`src/rtl/wb_regfile_if.sv`:
```
// wb_regfile_if: bundle of the write-back and read-port signals of wb_regfile.
//   slave  modport : the register file (consumes write-back, drives read data)
//   master modport : the pipeline side (drives write-back and read requests)
// Signals:
//   wb_wreg/wb_wd/wb_wdata     GPR write enable, address, data from MEM/WB
//   wb_whilo/wb_hi/wb_lo       HI/LO write enable and data from MEM/WB
//   re1/raddr1/rdata1          read port 1 (ID)
//   re2/raddr2/rdata2          read port 2 (ID)
//   hi_o/lo_o                  current HI/LO (EX), bypassed
interface wb_regfile_if #(
  parameter int DATA_W = 32,
  parameter int ADDR_W = 5
);
  logic              wb_wreg;
  logic [ADDR_W-1:0] wb_wd;
  logic [DATA_W-1:0] wb_wdata;
  logic              wb_whilo;
  logic [DATA_W-1:0] wb_hi;
  logic [DATA_W-1:0] wb_lo;
  logic              re1;
  logic [ADDR_W-1:0] raddr1;
  logic [DATA_W-1:0] rdata1;
  logic              re2;
  logic [ADDR_W-1:0] raddr2;
  logic [DATA_W-1:0] rdata2;
  logic [DATA_W-1:0] hi_o;
  logic [DATA_W-1:0] lo_o;

  modport slave (
    input  wb_wreg, wb_wd, wb_wdata, wb_whilo, wb_hi, wb_lo,
    input  re1, raddr1, re2, raddr2,
    output rdata1, rdata2, hi_o, lo_o
  );

  modport master (
    output wb_wreg, wb_wd, wb_wdata, wb_whilo, wb_hi, wb_lo,
    output re1, raddr1, re2, raddr2,
    input  rdata1, rdata2, hi_o, lo_o
  );
endinterface

```
`src/rtl/wb_regfile.sv`:
```
// wb_regfile: write-back sink holding the architectural GPRs and HI/LO.
//   clk  : rising-edge clock
//   rst  : asynchronous, active-high reset; clears all state and forces outputs to 0
//   bus  : wb_regfile_if.slave -- write-back inputs, two GPR read ports, HI/LO outputs
// 32 GPRs (r0 hardwired to zero) with two combinational read ports and a HI/LO
// pair. Every read path bypasses the write-back presented in the same cycle.
module wb_regfile #(
  parameter int DATA_W = 32,
  parameter int ADDR_W = 5
) (
  input  logic          clk,
  input  logic          rst,
  wb_regfile_if.slave   bus
);
  localparam int NREG = 2 ** ADDR_W;

  logic [DATA_W-1:0] mem [NREG];
  logic [DATA_W-1:0] hi_q;
  logic [DATA_W-1:0] lo_q;

  // Storage update. Entry 0 is reset like the rest but never written, so it
  // stays zero and reads of it never expose an uninitialised value.
  always_ff @(posedge clk or posedge rst) begin
    if (rst) begin
      for (int i = 0; i < NREG; i++) begin
        mem[i] <= '0;
      end
      hi_q <= '0;
      lo_q <= '0;
    end else begin
      if (bus.wb_wreg && (bus.wb_wd != '0)) begin
        mem[bus.wb_wd] <= bus.wb_wdata;
      end
      if (bus.wb_whilo) begin
        hi_q <= bus.wb_hi;
        lo_q <= bus.wb_lo;
      end
    end
  end

  // Read port 1. Address 0 is checked before the bypass so a dropped write to
  // r0 can never leak through.
  always_comb begin
    bus.rdata1 = '0;
    if (!rst && bus.re1 && (bus.raddr1 != '0)) begin
      if (bus.wb_wreg && (bus.wb_wd == bus.raddr1)) begin
        bus.rdata1 = bus.wb_wdata;
      end else begin
        bus.rdata1 = mem[bus.raddr1];
      end
    end
  end

  // Read port 2, independent of port 1; both may bypass in the same cycle.
  always_comb begin
    bus.rdata2 = '0;
    if (!rst && bus.re2 && (bus.raddr2 != '0)) begin
      if (bus.wb_wreg && (bus.wb_wd == bus.raddr2)) begin
        bus.rdata2 = bus.wb_wdata;
      end else begin
        bus.rdata2 = mem[bus.raddr2];
      end
    end
  end

  // HI/LO read with bypass of the pending HI/LO write-back.
  always_comb begin
    bus.hi_o = '0;
    bus.lo_o = '0;
    if (!rst) begin
      if (bus.wb_whilo) begin
        bus.hi_o = bus.wb_hi;
        bus.lo_o = bus.wb_lo;
      end else begin
        bus.hi_o = hi_q;
        bus.lo_o = lo_q;
      end
    end
  end
endmodule

```
`src/flat_wrapper.sv`:
```
// flat-port wrapper written by rule: the top's interface ports become plain ports
module wb_regfile_flat 
#(
  parameter int DATA_W = 32,
  parameter int ADDR_W = 5
)
  (clk, rst, bus_wb_wreg, bus_wb_wd, bus_wb_wdata, bus_wb_whilo, bus_wb_hi, bus_wb_lo, bus_re1, bus_raddr1, bus_re2, bus_raddr2, bus_rdata1, bus_rdata2, bus_hi_o, bus_lo_o);
  wb_regfile_if #(.DATA_W(DATA_W), .ADDR_W(ADDR_W)) bus_i ();
  input  logic clk;
  input  logic rst;
  input wire logic [$bits(bus_i.wb_wreg)-1:0] bus_wb_wreg;
  input wire logic [$bits(bus_i.wb_wd)-1:0] bus_wb_wd;
  input wire logic [$bits(bus_i.wb_wdata)-1:0] bus_wb_wdata;
  input wire logic [$bits(bus_i.wb_whilo)-1:0] bus_wb_whilo;
  input wire logic [$bits(bus_i.wb_hi)-1:0] bus_wb_hi;
  input wire logic [$bits(bus_i.wb_lo)-1:0] bus_wb_lo;
  input wire logic [$bits(bus_i.re1)-1:0] bus_re1;
  input wire logic [$bits(bus_i.raddr1)-1:0] bus_raddr1;
  input wire logic [$bits(bus_i.re2)-1:0] bus_re2;
  input wire logic [$bits(bus_i.raddr2)-1:0] bus_raddr2;
  output wire logic [$bits(bus_i.rdata1)-1:0] bus_rdata1;
  output wire logic [$bits(bus_i.rdata2)-1:0] bus_rdata2;
  output wire logic [$bits(bus_i.hi_o)-1:0] bus_hi_o;
  output wire logic [$bits(bus_i.lo_o)-1:0] bus_lo_o;
  assign bus_i.wb_wreg = bus_wb_wreg;
  assign bus_i.wb_wd = bus_wb_wd;
  assign bus_i.wb_wdata = bus_wb_wdata;
  assign bus_i.wb_whilo = bus_wb_whilo;
  assign bus_i.wb_hi = bus_wb_hi;
  assign bus_i.wb_lo = bus_wb_lo;
  assign bus_i.re1 = bus_re1;
  assign bus_i.raddr1 = bus_raddr1;
  assign bus_i.re2 = bus_re2;
  assign bus_i.raddr2 = bus_raddr2;
  assign bus_rdata1 = bus_i.rdata1;
  assign bus_rdata2 = bus_i.rdata2;
  assign bus_hi_o = bus_i.hi_o;
  assign bus_lo_o = bus_i.lo_o;
  wb_regfile #(.DATA_W(DATA_W), .ADDR_W(ADDR_W)) u_core (.clk(clk), .rst(rst), .bus(bus_i));
endmodule
```
`config.mk`:
```
export PLATFORM = sky130hd
export DESIGN_NAME = wb_regfile_flat
export DESIGN_NICKNAME = d
export VERILOG_FILES = /design/src/rtl/wb_regfile_if.sv /design/src/rtl/wb_regfile.sv /design/src/flat_wrapper.sv
export SDC_FILE = /design/constraint.sdc
export NUM_CORES = 2
export LEC_CHECK = 0
export BUFFER_PORTS_ARGS = -buffer_cell sky130_fd_sc_hd__buf_2
export CELL_PAD_IN_SITES_DETAIL_PLACEMENT = 1
export CELL_PAD_IN_SITES_GLOBAL_PLACEMENT = 2
export CORE_UTILIZATION = 36
export DETAILED_ROUTE_END_ITERATION = 8
export PLACE_DENSITY = 0.73
export SKIP_LAST_GASP = 1
export SYNTH_ARGS = -nofsm -noshare
export SYNTH_HDL_FRONTEND = slang
export SYNTH_SLANG_ARGS = --single-unit
```
`constraint.sdc`:
```
create_clock -name clk -period 240.2 [get_ports clk]
set_input_delay 72.06 -clock clk [delete_from_list [all_inputs] [get_ports clk]]
set_output_delay 72.06 -clock clk [all_outputs]
set_load 0.01 [all_outputs]
```
* Word level (Yosys, flattened, before mapping)
Cells that the tools add are included.
W data, S select, Z words.
** Storage, ports and cells
- Input bits :: 117
- Logic and storage cells :: 72
- Bits in registers :: 1088
** Operators by class
- Eq/ne operators :: 2
- Multiplexer cells :: 17
- Bitwise operators :: 3
- Reductions and logical operators :: 12
- Order comparisons :: 4
** Operators with widths (number)
- $bwmux W1024 :: 1
- $mux W32 :: 13
- $bmux W32 S5 :: 2
- $demux W32 S5 :: 1
- $ge A6 B6 Y1 const B :: 3
- $not A5 Y6 :: 3
- $reduce_bool A5 Y1 :: 3
- $eq A5 B5 Y1 :: 2
- $logic_and A1 B1 Y1 :: 8
- $lt A6 B1 Y1 const B :: 1
- $logic_not A1 Y1 :: 1

* Longest topological paths before layout
- Word-level depth :: 6
- Gate-level depth with buffers :: 9
- Mapped depth without buffers :: 5

* Least setup slack after synthesis
OpenSTA, ideal clock, no wires.
- Path type :: in2out
- Start :: in rst
- End :: out bus_lo_o[22]
- Data required time :: 168140 ps
- Slack :: 61994 ps
- Arrival time :: 106146 ps
- Stages :: 3
- Buffers on the path :: 1
- Cells stage by stage :: inv_1 -> clkbuf_1 -> and2_1
** Between the ends
- Longest elaborated chain between the ends :: 1
** RTL lines
- start: declaration :: line flat_wrapper.sv:10 : input logic rst;
- $mux W32 :: line wb_regfile.sv:70 : if (!rst) begin
- end: declaration :: line flat_wrapper.sv:24 : output wire logic [$bits(bus_i.lo_o)-1:0] bus_lo_o;
No other way between the ends.

* Final worst setup path
- Start :: in bus_raddr1[1]
- End :: out bus_rdata1[20]
** Between the ends
- Longest elaborated chain between the ends :: 6
- Elaborated cells between the ends (all ways) :: 10
- Classes of those cells :: eq/ne: 1; mux: 5; bitwise: 1; reduce/logical: 3
** RTL lines
- start: declaration :: line flat_wrapper.sv:18 : input wire logic [$bits(bus_i.raddr1)-1:0] bus_raddr1;
- $not A5 Y6 (implied by the code) :: line wb_regfile.sv:49 : bus.rdata1 = mem[bus.raddr1];
- $bmux W32 S5 :: line wb_regfile.sv:49
- $mux W32 (implied by the code) (2 in series) :: line wb_regfile.sv:49
- $mux W32 :: line wb_regfile.sv:46 : if (bus.wb_wreg && (bus.wb_wd == bus.raddr1)) begin
- $mux W32 (*) :: line wb_regfile.sv:45 : if (!rst && bus.re1 && (bus.raddr1 != '0)) begin
- end: declaration :: line flat_wrapper.sv:21 : output wire logic [$bits(bus_i.rdata1)-1:0] bus_rdata1;
Mark *: on every way between the ends. The rest lies on a longest branch, timed or not. The select of a mux whose other input is x is not followed.

==> run_results.csv <==
group,metric,value,unit
sta,max_slew.worst_pin.slew,1.16,ns
placed_design,place.detailed.instances,6574,
floorplan,number_of_top_level_design_ports,245,
sta,finClkSkew,0,ns
synth,synth-edff-count,0,
sta,max_freq,6.72,MHz
drt,total_routed_length,209000,µm
worst_setup_path,category_of_the_most_critical_setup_path,"in -> out",
drt,routed-wl-met3,15400,µm
synth,synth_top_family_by_area,"multiplexers",
worst_setup_path,crit_path_cell_trace,"buf_8 -> buf_4 -> buf_4 -> buf_4 -> mux4_2 -> mux2i_1 -> o2111ai_1 -> a22o_1 -> buf_2",
worst_setup_path,timing.critical_path.to_type,"primary output",
cts,cts_inserted_buffers,121,
drt,detailedRoute.firstIterationViolations,3481,
synth,synth_xor_xnor_area_share,0.00154,
global_routing,globalRouteOverflowTotal,0,
final_layout,stdcell_count,6804,
global_routing,grt_pass1_wl,307000,µm
drt,routedWlPerCell,30.7,µm
worst_setup_path,worst_path_largest_cell_delay,0.92,ns
synth,yosys_most_used_dff,"dfrtp_1",
hold_path,holdCritPathClass,"reg -> reg",
final_layout,mostFrequentLayoutCells,"dfrtp_1 (1088), mux2_2 (722), nand2_1 (574), o21ai_0 (529), mux4_2 (357)",
synth,synth.cell_area,57000,µm²
sta,timing.setup.tns,0,ns
cts,clock_tree.htree_level_count,3,
final_layout,drive_gt1_frac,0.351,
global_routing,grt_antenna_before_repair,22,
power_and_ir_drop,peakVddDrop,0.00000570,V
final_layout,layout.nets,4756,
global_routing,grt_usage,0.262,
final_layout,mostFrequentLayoutCell,"dfrtp_1",
synth,synth_compound_gate_area_share,0.0978,
worst_setup_path,critical-path-top-cell-by-count,"buf_4",
worst_setup_path,critPathCapture,"bus_rdata1[20]",
floorplan,initial_utilization,0.364,
synth,synth_warnings,0,
drt,drc,0,
power_and_ir_drop,power_density,8.37,nW/µm²
drt,highest_layer,"met5",
cts,clock_sinks,1088,
cts,cts.root.buffer_cell,"clkbuf_16",
sta,timing_max_transition_violations_final,0,
cts,clkLatencyLatePin,0.73,ns
cts,post_cts_resized,0,
worst_setup_path,worst-r2r-setup-slack,239.39,ns
worst_setup_path,ff_to_ff_start,"u_core.mem[325]",
worst_setup_path,worstPathRequired,168.14,ns
sta,hold_viol_final,0,
drt,met1_length,93200,µm
global_routing,grt_start_max_net_pins,121,
sta,final-setup-viol-count,0,
worst_setup_path,startpoint_type,"input port",
synth,post_synth_mux_area_share,0.319,
worst_setup_path,critical_path_peak_fanout,78,
placed_design,dp_hpwl,124000,µm
cts,clk_pin_slew_worst_paths,0.06,ns
drt,vias,40900,
drt,drtAntennaViolNets,0,
floorplan,core_area,157000,µm²
sta,fin_hold_ws,0.398,ns
worst_setup_path,timing.critical_path.arrival,76.79,ns
global_routing,first_global_vias,42600,
placed_design,routabilityCongestion,0.816,
power_and_ir_drop,cellLeakagePower,0.0277,µW
synth,synth_async_sr_flop_share,1.00,
synth,yosysUniqueCellTypes,51,
floorplan,die_height,400,µm
floorplan,std_cell_rows,145,
synth,syn-mean-instance-area,12.2,µm²
synth,synth-simple-area-share,0.0642,
drt,route.detailed.vias_per_inst,6.00,
placed_design,port_buffers,244,
drt,detailed_routed_wire_length_on_met2,94700,µm
worst_setup_path,startpoint,"bus_raddr1[1]",
final_layout,fillerInstances,16400,
drt,drt_pass1_iterations,5,
sta,grt_setup_unrepaired,"no",
floorplan,die_area,160000,µm²
synth,fraction_of_the_mapped_netlist_area_in_adder_cells,0,
status,status,"completed",
cts,tritoncts,"yes",
synth,yosysSeqAreaShare,0.478,
synth,yosys_register_bits,1088,
cts,post-cts-setup-buffers,0,
sta,slew_headroom,0.227,
final_layout,utilization,0.407,
worst_setup_path,worst-r2r-cell-count,1,
worst_setup_path,r2r_end,"u_core.mem[325]",
cts,ctsLongestPathBuffers,3,
cts,cts_hold_repair.buffers,0,
floorplan,die-width,400,µm
power_and_ir_drop,p_total,534,µW
sta,final.min_clock_period,148.85,ns
final_layout,areaGrowthSynthToFinish,12.0,%
synth,synth.net_count,4777,
sta,post-route-period-util,0.620,
synth,post_synthesis_cell_count,4660,
worst_setup_path,critical-path-slowest-cell,"buf_4",
flow_run,maxCapViolCount,0,
[logic make-up after synthesis]
family                    count (synthesis)
AOI/OAI and AO/OA                       926
and+or+nand+nor                         843
DFF                                    1088
buffers and inverters                   516
muxes                                  1277
xor gates and xnor gates                 10
[power breakdown]
part / leakage, µW / internal, µW / total [µW] / switching [µW]
sequential: 0.0140 / 216 / 242 / 25.1
combinational: 0.0117 / 52.8 / 99.1 / 46.3
clock: 0.00200 / 114 / 193 / 79.3
total: 0.0277 / 383 / 534 / 151
[how the worst min path moves through the flow]
stage                          start               end  cells past startpoint
finish              u_core.mem[1005]  u_core.mem[1005]                      0
floorplan           u_core.mem[1007]  u_core.mem[1007]                      1
global placement     u_core.mem[995]   u_core.mem[995]                      0
detailed placement  u_core.mem[1009]  u_core.mem[1009]                      0
global route        u_core.mem[1009]  u_core.mem[1009]                      0
CTS                 u_core.mem[1009]  u_core.mem[1009]                      0
[metrics by stage]
stage,setup slack (ns),instance area (µm²)
after global placement,91.45,59700
after floorplan,61.99,57000
after CTS,91.44,63800
after detailed placement,91.46,59700
after global routing,91.24,63800
final,91.35,63800
[metal layers]
| layer | vias to the layer above | track usage |
|---|---|---|
| met2 | 1458 | 0.402 |
| met1 | 21900 | 0.375 |
| met3 | 329 | 0.0503 |
| li1 | 17200 | - |
| met4 | 16 | 0.0779 |
| met5 | - | 0 |
[worst max-delay path: cells and delay by family]
family	cells	cell delay (ns)
AO/OA/AOI/OAI	2	0.54
multiplexers	2	0.58
buffers and inverters	5	3.32
[flip-flops by register name, summed over array words and instances (netlist names)]
register     flops
u_core.hi_q     32
u_core.mem    1024
u_core.lo_q     32
[final cells by class]
class	count	area [µm²]	share of cell area
multi-input combinational	3056	27800	0.435
sequential	1088	27200	0.427
clock buffer	188	3620	0.0568
tap	2058	2570	0.0404
timing repair buffer	339	2000	0.0313
clock inverter	36	463	0.00726
inverter	33	131	0.00206
antenna	6	15.0	0.000235
[synth_stat cells (38+ instances only)]
library cell,instances,area share
nand2_1,590,0.039
a21oi_1,38,0.0033
o22ai_1,64,0.0070
clkbuf_1,299,0.020
nor2b_1,42,0.0046
a22oi_1,93,0.012
o21ai_0,529,0.046
buf_2,135,0.012
and2_1,66,0.0072
mux4_2,357,0.14
nor2_1,42,0.0028
mux2_2,722,0.14
mux2i_1,189,0.033
dfrtp_1,1088,0.48
a211oi_1,43,0.0057
No activity file was read; power rests on OpenSTA's default activity.
